==> config.mk <==
export PLATFORM = sky130hd
export DESIGN_NAME = wb_arbiter2
export DESIGN_NICKNAME = d
export VERILOG_FILES = /design/src/rtl/wb_arbiter2.sv
export SDC_FILE = /design/constraint.sdc
export NUM_CORES = 1
export LEC_CHECK = 0
export CORE_AREA = 2 2 122 124
export DETAILED_ROUTE_END_ITERATION = 12
export DIE_AREA = 0 0 124 126
export PLACE_DENSITY = 0.58
export SYNTH_ARGS = -nofsm -noshare
export SYNTH_HDL_FRONTEND = slang
export SYNTH_SLANG_ARGS = --single-unit
==> constraint.sdc <==
create_clock -name clk_i -period 5 [get_ports clk_i]
set_input_delay 1 -clock clk_i [delete_from_list [all_inputs] [get_ports clk_i]]
set_output_delay 1 -clock clk_i [all_outputs]
set_load 0.03 [all_outputs]
==> src/rtl/wb_arbiter2.sv <==
// Two-master / one-slave Wishbone classic arbiter.
// Round-robin grant held for the whole cyc burst, one idle cycle between
// grants, and a stall watchdog that turns an unacked access into an error.
module wb_arbiter2 #(
  parameter int unsigned ADDR_W  = 32,
  parameter int unsigned DATA_W  = 32,
  parameter int unsigned TIMEOUT = 255
) (
  input  logic                clk_i,
  input  logic                rst_n_i,
  // master 0
  input  logic                m0_cyc_i,
  input  logic                m0_stb_i,
  input  logic                m0_we_i,
  input  logic [ADDR_W-1:0]   m0_adr_i,
  input  logic [DATA_W-1:0]   m0_dat_i,
  input  logic [DATA_W/8-1:0] m0_sel_i,
  output logic [DATA_W-1:0]   m0_dat_o,
  output logic                m0_ack_o,
  output logic                m0_err_o,
  // master 1
  input  logic                m1_cyc_i,
  input  logic                m1_stb_i,
  input  logic                m1_we_i,
  input  logic [ADDR_W-1:0]   m1_adr_i,
  input  logic [DATA_W-1:0]   m1_dat_i,
  input  logic [DATA_W/8-1:0] m1_sel_i,
  output logic [DATA_W-1:0]   m1_dat_o,
  output logic                m1_ack_o,
  output logic                m1_err_o,
  // slave
  output logic                s_cyc_o,
  output logic                s_stb_o,
  output logic                s_we_o,
  output logic [ADDR_W-1:0]   s_adr_o,
  output logic [DATA_W-1:0]   s_dat_o,
  output logic [DATA_W/8-1:0] s_sel_o,
  input  logic [DATA_W-1:0]   s_dat_i,
  input  logic                s_ack_i,
  // current grant, one-hot
  output logic [1:0]          gnt_o
);

  localparam int unsigned CNT_RAW = $clog2(TIMEOUT + 1);
  localparam int unsigned CNT_W   = (CNT_RAW > 8) ? CNT_RAW : 8;
  localparam logic [CNT_W-1:0] TO_VAL = CNT_W'(TIMEOUT);

  localparam logic [1:0] ST_IDLE = 2'd0;
  localparam logic [1:0] ST_GNT0 = 2'd1;
  localparam logic [1:0] ST_GNT1 = 2'd2;

  logic [1:0]       state_q, state_d;
  logic             last_q, last_d;   // 0 = m0 granted last, 1 = m1
  logic [CNT_W-1:0] cnt_q, cnt_d;

  logic                gnt0, gnt1, granted;
  logic                sel_cyc, sel_stb, sel_we;
  logic [ADDR_W-1:0]   sel_adr;
  logic [DATA_W-1:0]   sel_dat;
  logic [DATA_W/8-1:0] sel_sel;
  logic                stb_live;
  logic                to_hit;

  assign gnt0    = (state_q == ST_GNT0);
  assign gnt1    = (state_q == ST_GNT1);
  assign granted = gnt0 | gnt1;

  // Route the granted master's request; everything is zero while idle.
  always_comb begin
    sel_cyc = 1'b0;
    sel_stb = 1'b0;
    sel_we  = 1'b0;
    sel_adr = '0;
    sel_dat = '0;
    sel_sel = '0;
    if (gnt0) begin
      sel_cyc = m0_cyc_i;
      sel_stb = m0_stb_i;
      sel_we  = m0_we_i;
      sel_adr = m0_adr_i;
      sel_dat = m0_dat_i;
      sel_sel = m0_sel_i;
    end else if (gnt1) begin
      sel_cyc = m1_cyc_i;
      sel_stb = m1_stb_i;
      sel_we  = m1_we_i;
      sel_adr = m1_adr_i;
      sel_dat = m1_dat_i;
      sel_sel = m1_sel_i;
    end
  end

  // stb only counts while the cycle is open, so an abort drops both at once.
  assign stb_live = sel_cyc & sel_stb;
  // Watchdog fires only when the slave has not acked; a coincident ack wins.
  assign to_hit   = (TIMEOUT != 0) && granted && stb_live && !s_ack_i
                    && (cnt_q == TO_VAL);

  assign s_cyc_o  = sel_cyc;
  assign s_stb_o  = stb_live & ~to_hit;
  assign s_we_o   = sel_we;
  assign s_adr_o  = sel_adr;
  assign s_dat_o  = sel_dat;
  assign s_sel_o  = sel_sel;

  assign m0_ack_o = gnt0 & s_ack_i;
  assign m1_ack_o = gnt1 & s_ack_i;
  assign m0_err_o = gnt0 & to_hit;
  assign m1_err_o = gnt1 & to_hit;
  assign m0_dat_o = granted ? s_dat_i : '0;
  assign m1_dat_o = granted ? s_dat_i : '0;
  assign gnt_o    = {gnt1, gnt0};

  // Grant selection: round-robin on ties, held until the owner drops cyc.
  always_comb begin
    state_d = state_q;
    last_d  = last_q;
    case (state_q)
      ST_IDLE: begin
        if (m0_cyc_i && m1_cyc_i) begin
          state_d = last_q ? ST_GNT0 : ST_GNT1;
          last_d  = ~last_q;
        end else if (m0_cyc_i) begin
          state_d = ST_GNT0;
          last_d  = 1'b0;
        end else if (m1_cyc_i) begin
          state_d = ST_GNT1;
          last_d  = 1'b1;
        end
      end
      ST_GNT0: if (!m0_cyc_i) state_d = ST_IDLE;
      ST_GNT1: if (!m1_cyc_i) state_d = ST_IDLE;
      default: state_d = ST_IDLE;
    endcase
  end

  // Stall counter: counts unacked strobe cycles, saturating, cleared otherwise.
  always_comb begin
    cnt_d = '0;
    if ((TIMEOUT != 0) && granted && (state_d != ST_IDLE) && stb_live
        && !s_ack_i && !to_hit) begin
      cnt_d = (cnt_q == '1) ? cnt_q : cnt_q + 1'b1;
    end
  end

  // State, round-robin history and watchdog registers.
  always_ff @(posedge clk_i or negedge rst_n_i) begin
    if (!rst_n_i) begin
      state_q <= ST_IDLE;
      last_q  <= 1'b1;
      cnt_q   <= '0;
    end else begin
      state_q <= state_d;
      last_q  <= last_d;
      cnt_q   <= cnt_d;
    end
  end

endmodule

==> results by group, run 1 <==
Clocking
  – H-tree Lvls: 1
  – Worst-path clk slew: 40 ps
  – Hold_buf cts: 0
  – CTS tree: built
  – CTS Root Cell: clkbuf_16
  – CTS buffer count: 3
  – Clk buf depth: 2
  – Cts repair resizes: 0
  – Setup bufs post-CTS: 0
  – Worst skew pair latency: 240 ps
  – CTS Sinks: 11

Timing
  – Least-Margin Pin Slew: 759 ps
  – Setup TNS: 0 ps
  – Final setup skew: 1.07 ps
  – Pins Over Slew Limit: 0
  – Final worst path period need: 4140 ps
  – Max-slew headroom: 0.494
  – Fmax: 242 MHz
  – Crit share post-route: 0.828
  – Fin. Hold Viols: 0
  – Setup violations, final: 0
  – RSZ-0062 raised after global routing: no

Critical path
  – Crit-path max FO: 7
  – Reg2reg setup slack: 2910 ps
  – Most used cell, CP: clkdlybuf4s50_1
  – Delay-heaviest family, CP: buffers and inverters
  – Buffers & Inverters on Critical Path: 2
  – Crit path DAT: 3140 ps
  – CP peak stage delay: 670 ps
  – Crit path cell chain: clkdlybuf4s50_1, nand3_1, o21ai_1, nor4b_2, and2_1, clkdlybuf4s50_1
  – WS Path Type: in2out
  – CP Launch Type: input pin
  – CP Capture Type: output port
  – Slowest CP cell: clkdlybuf4s50_1
  – Worst EP required: 4000 ps

Route
  – DR WL/cell: between 15 and 20 um
  – Routed wire length: ~11000 um
  – Via density per instance: around 4.2
  – Drc violations: 0
  – Post-route ant nets: 0
  – Drt first-iter violations: 111
  – Via count: 2884
  – Detailed Routing Iterations Pass 1: 4

Logic synthesis
  – Mapped Cells: 232
  – Mean Syn Cell Area: 8.05 um2
  – Synthesized cell area: approximately 1900 um2
  – Synth cell types: 32
  – Seq/Total Area, Yosys: 0.148
  – Syn nets: between 400 and 500
  – Synth Register Bits: 11
  – Yosys warnings: 0

GRT
  – Met2 usage: 0.239
  – First-pass GRT wire length: approximately 16000 um
  – Grt ovf: 0
  – Most used routing layer: met2
  – Largest net degree at the start of global routing: 73
  – GRT met1 Usage: 0.145
  – Total GRT Usage: 0.131
  – Vias in the first global route: 2906
  – Initial antenna violation count: 0
  – Met3 usage: 0.0344

Floorplan
  – Die Height: about 130 um
  – Core region area: 14300 um2
  – Die width: 124 um
  – # rows: 44
  – Starting density of the core: 0.131
  – DIE AREA: roughly 16000 um2
  – IO Count: 318

Run
  – Maxcap violations: 0

Finish
  – Syn-to-layout area delta: 170%
  – Layout Cells excl Fill: 686
  – Layout cells sized above 1: 0.0359
  – Final Net Count: 685
  – Diode count: 0

Status
  – Outcome: finished, final reports clean

Place
  – GPL Wtd Cong: approximately 0.83
  – # placed instances: ~680
  – Port Buffers: about 320
  – HPWL Detailed: 9330 um

Power
  – Peak VDD IR: ~0.36 mV
  – Pwr Density: 588 nW/um2
  – Lkg Pwr: 1.87 nW

Min path
  – Min-Delay Path Class: reg2reg
[synth_stat cells (all sizes together)]
library cell	instances	area, um2
a22o	69	604
buf	45	314
and2	36	225
dfrtp	10	250
clkbuf	9	33.8
nand3	9	60.1
nor2	9	33.8
nand2	8	30.0
ha	5	62.6
o21ai	5	25.0
xnor2	4	35.0
a21oi	3	18.8
inv	3	11.3
a22oi	2	15.0
a31oi	2	12.5
and3	2	18.8
nor3b	2	25.0
dfstp	1	26.3
nand3b	1	7.51
nor2b	1	6.26
nor3	1	5.00
nor4b	1	15.0
o31a	1	8.76
o41ai	1	8.76
or3	1	6.26
xor2	1	8.76
[layout make-up]
type                       count  area [um2]
clock buffer                   4        78.8
inverter                       3        11.3
multi-input combinational    164        1240
tap                          184         230
fill                        1443        9270
timing repair buffer         320        3210
sequential                    11         277
[cells by family after synthesis]
kind of cell               Yosys count  synth area share
xor gates and xnor gates             5            0.0234
buffers and inverters               57             0.192
adders and majority gates            5            0.0335
and+or+nand+nor                     71             0.232
AOI/OAI and AO/OA                   83             0.371
DFF                                 11             0.148
[power by group]
group / internal [mW] / switching (mW) / leakage, nW / total, mW
Combinational: 1.14 / 1.56 / 1.68 / 2.70
Sequential: 0.104 / 0.0169 / 0.148 / 0.121
Clock: 0.107 / 0.0382 / 0.0382 / 0.145
Total: 1.35 / 1.62 / 1.87 / 2.97
[per-stage QoR]
stage | hold WS, ps | power (mW) | setup WS, ps | util | area (um2)
after floorplan | 488 | 1.80 | 2120 | - | 1870
after global placement | 521 | 2.84 | 859 | 0.347 | 4970
after detailed placement | 521 | 2.84 | 805 | 0.347 | 4970
final | 525 | 2.97 | 861 | 0.353 | 5050
after global routing | 549 | 3.12 | 705 | 0.353 | 5050
after CTS | 529 | 3.00 | 811 | 0.353 | 5050
[per-layer routing]
metal  vias to the layer above  routed length, um
met2                       211               5660
met3                        15               1390
met4                         0                316
met5                         -                  0
met1                      1293               4020
li1                       1365                  -
[sequential cells by signal (all words and copies together), names as in the netlist]
name	flops
last_q	1
state_q	2
cnt_q	8
[cell usage in the layout, fill, tap and decap left out, types with 3 or more instances in the layout]
master           Yosys  final
clkdlybuf4s50_1      0    317
nand3_2              3      3
nand2_1              8      8
o21ai_0              3      3
ha_1                 5      4
dfrtp_1             10     10
a22o_1              69     69
inv_1                3      3
and2_1              36     36
nand3_1              6      6
clkbuf_16            0      3
xnor2_1              4      4
nor2_1               9      9
[path summary, 6_finish.rpt]
kind,from,endpoint,depth (start not counted)
worst max-delay path,m1_cyc_i,m0_err_o,6
max in group asynchronous,rst_n_i,last_q,1
min in group asynchronous,rst_n_i,cnt_q[0],1
worst max register to register,state_q[0],cnt_q[5],7
worst min-delay path,cnt_q[0],cnt_q[0],1
worst min register to register,cnt_q[0],cnt_q[0],1
No activity file was read; power rests on OpenSTA's default activity.
==> run 2: changes to the inputs <==
==> config.mk (replaced) <==
export PLATFORM = sky130hd
export DESIGN_NAME = wb_arbiter2
export DESIGN_NICKNAME = d
export VERILOG_FILES = /design/src/rtl/wb_arbiter2.sv
export SDC_FILE = /design/constraint.sdc
export NUM_CORES = 1
export LEC_CHECK = 0
export CORE_AREA = 2 2 124 126
export DETAILED_ROUTE_END_ITERATION = 12
export DIE_AREA = 0 0 126 128
export PLACE_DENSITY = 0.57
export SYNTH_ARGS = -nofsm -noshare
export SYNTH_HDL_FRONTEND = slang
export SYNTH_SLANG_ARGS = --single-unit
==> constraint.sdc (replaced) <==
create_clock -name clk_i -period 3.9 [get_ports clk_i]
set_input_delay 0.78 -clock clk_i [delete_from_list [all_inputs] [get_ports clk_i]]
set_output_delay 0.78 -clock clk_i [all_outputs]
set_load 0.03 [all_outputs]
==> run 2 against run 1 <==
Net effect: hold slack improved by 20 ps; clock power is 29% higher; clock skew rose by 0.50 ps; sequential share of layout area about the same; final cell count rose by 1.3%; die area increased by 3.2%; non-clock buffer count is 5 higher; combinational power grew 28%; largest cell class unchanged.
==> results by group, run 2 (synthesized netlist as in run 1, its figures left out) <==
Power
  – Pwr Total: 3.80 mW (was 2.97 mW)
  – Lkg Pwr: 1.89 nW (was 1.87 nW)
  – Pwr Density: 747 nW/um2 (was 588 nW/um2)
  – Peak VDD IR: 0.457 mV (was 0.364 mV)

Finish
  – Max reg flops: 8 (unchanged)
  – Final Net Count: 690 (was 685)
  – Final non-filler cell area: 5090 um2 (was 5050 um2)
  – Layout cells sized above 1: 0.0454 (was 0.0359)
  – Most frequent cells in the layout: clkdlybuf4s50_1 (317), a22o_1 (69), and2_1 (36), dfrtp_1 (10), nor2_1 (9) (unchanged)
  – Layout Cells excl Fill: 695 (was 686)
  – Biggest registers after layout: cnt_q (8), state_q (2), last_q (1) (unchanged)
  – Reg with most FFs: cnt_q (unchanged)
  – Syn-to-layout area delta: 172% (was 170%)
  – Most common cell after layout, fill and taps aside: clkdlybuf4s50_1 (unchanged)
  – Fill cells: 1502 (was 1443)
  – Diode count: 0 (unchanged)

Timing
  – Final worst path period need: 3600 ps
  – RSZ-0062 raised after global routing: no (unchanged)
  – Final setup skew: 1.57 ps (was 1.07 ps)
  – Setup violations, final: 0 (unchanged)
  – Crit share post-route: 0.924
  – Max-slew headroom: 0.626 (was 0.494)
  – Pins Over Slew Limit: 0 (unchanged)
  – Fin. Hold Viols: 0 (unchanged)
  – Setup TNS: 0 ps (unchanged)
  – Least-Margin Pin Slew: 561 ps (was 759 ps)
  – Hold_ws: 545 ps (was 525 ps)
  – Fmax: 277 MHz

Floorplan
  – # rows: 45 (was 44)
  – Core region area: 14900 um2 (was 14300 um2)
  – IO Count: 318 (unchanged)
  – Die Height: 128 um (was 126 um)
  – DIE AREA: 16100 um2 (was 15600 um2)
  – Starting density of the core: 0.126 (was 0.131)
  – Die width: 126 um (was 124 um)

Critical path
  – WS Path Type: reg2out (was in2out)
  – CP Capture Type: output port (unchanged)
  – Crit path cell chain: inv_1, ha_1, nor2b_4, buf_4, a22o_1, clkdlybuf4s50_1 (was clkdlybuf4s50_1, nand3_1, o21ai_1, nor4b_2, and2_1, clkdlybuf4s50_1)
  – Buffers & Inverters on Critical Path: 3 (was 2)
  – Slowest CP cell: clkdlybuf4s50_1 (unchanged)
  – Worst EP required: 3120 ps (was 4000 ps)
  – Crit path DAT: 2820 ps (was 3140 ps)
  – CP peak stage delay: 690 ps (was 670 ps)
  – CP Launch Type: flip-flop (was input pin)
  – Delay-heaviest family, CP: buffers and inverters (unchanged)
  – Crit-path max FO: 20 (was 7)

Clocking
  – Clk buf depth: 2 (unchanged)
  – H-tree Lvls: 1 (unchanged)
  – Worst skew pair latency: 240 ps (about the same)
  – Hold_buf cts: 0 (unchanged)
  – CTS Sinks: 11 (unchanged)
  – Worst-path clk slew: 40 ps (about the same)
  – CTS buffer count: 3 (unchanged)
  – CTS Root Cell: clkbuf_16 (unchanged)
  – CTS tree: built (unchanged)
  – Cts repair resizes: 0 (unchanged)
  – Setup bufs post-CTS: 0 (unchanged)

Route
  – Via count: 2880 (was 2884)
  – Drc violations: 0 (unchanged)
  – Via density per instance: 4.14 (was 4.20)
  – Routed wire length: 11400 um (about the same)
  – DR WL/cell: 16.4 um (was 16.6 um)
  – Detailed Routing Iterations Pass 1: 4 (unchanged)
  – Drt first-iter violations: 114 (was 111)
  – Post-route ant nets: 0 (unchanged)

GRT
  – Initial antenna violation count: 0 (unchanged)
  – Vias in the first global route: 2939 (was 2906)
  – Grt ovf: 0 (unchanged)
  – First-pass GRT wire length: 16300 um (was 15900 um)
  – Largest net degree at the start of global routing: 54 (was 73)
  – Total GRT Usage: 0.126 (was 0.131)

Min path
  – Min-Delay Path Class: reg2reg (unchanged)

Place
  – Port Buffers: 317 (unchanged)
  – Placed instance area: 5010 um2 (was 4970 um2)
  – GPL Wtd Cong: 0.883 (was 0.832)
  – HPWL Detailed: 9570 um (was 9330 um)
  – # placed instances: 691 (was 682)

Status
  – Outcome: finished, final reports clean (unchanged)

Run
  – Maxcap violations: 0 (unchanged)
-- run 2: worst reg2reg max path: stages (launching register included) --
cell and delay [ps]:
dfrtp_1 450, inv_1 110, ha_1 330, nand3_1 120, o21ai_1 170, buf_4 150, nand3_2 180, nor3b_2 230
-- run 2: worst paths after layout --
check	startpoint	depth (start not counted)	end	slack, ps
setup / recovery	state_q[0]	6	s_dat_o[12]	300
hold / removal	cnt_q[0]	1	cnt_q[0]	540
setup reg to reg	state_q[0]	7	cnt_q[5]	2090
hold reg to reg	cnt_q[0]	1	cnt_q[0]	540
max in group asynchronous	rst_n_i	1	last_q	2640
min in group asynchronous	rst_n_i	1	cnt_q[5]	900
-- run 2: layer usage --
| layer | track usage | vias up | share of wire | routed length [um] |
|---|---|---|---|---|
| met2 | 0.237 | 199 | 0.52 | 5930 |
| met4 | 0.0200 | 0 | 0.0068 | 78 |
| li1 | - | 1374 | - | - |
| met5 | 0 | - | 0 | 0 |
| met3 | 0.0305 | 7 | 0.096 | 1100 |
| met1 | 0.147 | 1300 | 0.38 | 4310 |
-- run 2: power breakdown --
group          internal [mW]  leakage, nW  switching, mW
Clock                  0.137       0.0382         0.0500
Combinational           1.47         1.71           1.98
Sequential             0.133        0.148         0.0222
-- run 2: final cells by class --
| class | instances | area, um2 | share of cell area |
|---|---|---|---|
| Timing Repair Buffer | 325 | 3250 | 0.638 |
| Tap cell | 188 | 235 | 0.0462 |
| Clock buffer | 4 | 78.8 | 0.0155 |
| Multi-Input combinational cell | 164 | 1240 | 0.244 |
| Inverter | 3 | 11.3 | 0.00221 |
| Sequential cell | 11 | 277 | 0.0543 |
-- run 2: metrics by stage --
step,setup slack (ps),utilization
after floorplan,1340,-
final,296,0.342
after CTS,256,0.342
after detailed placement,388,0.337
after global routing,96.0,0.342
after global placement,375,0.337
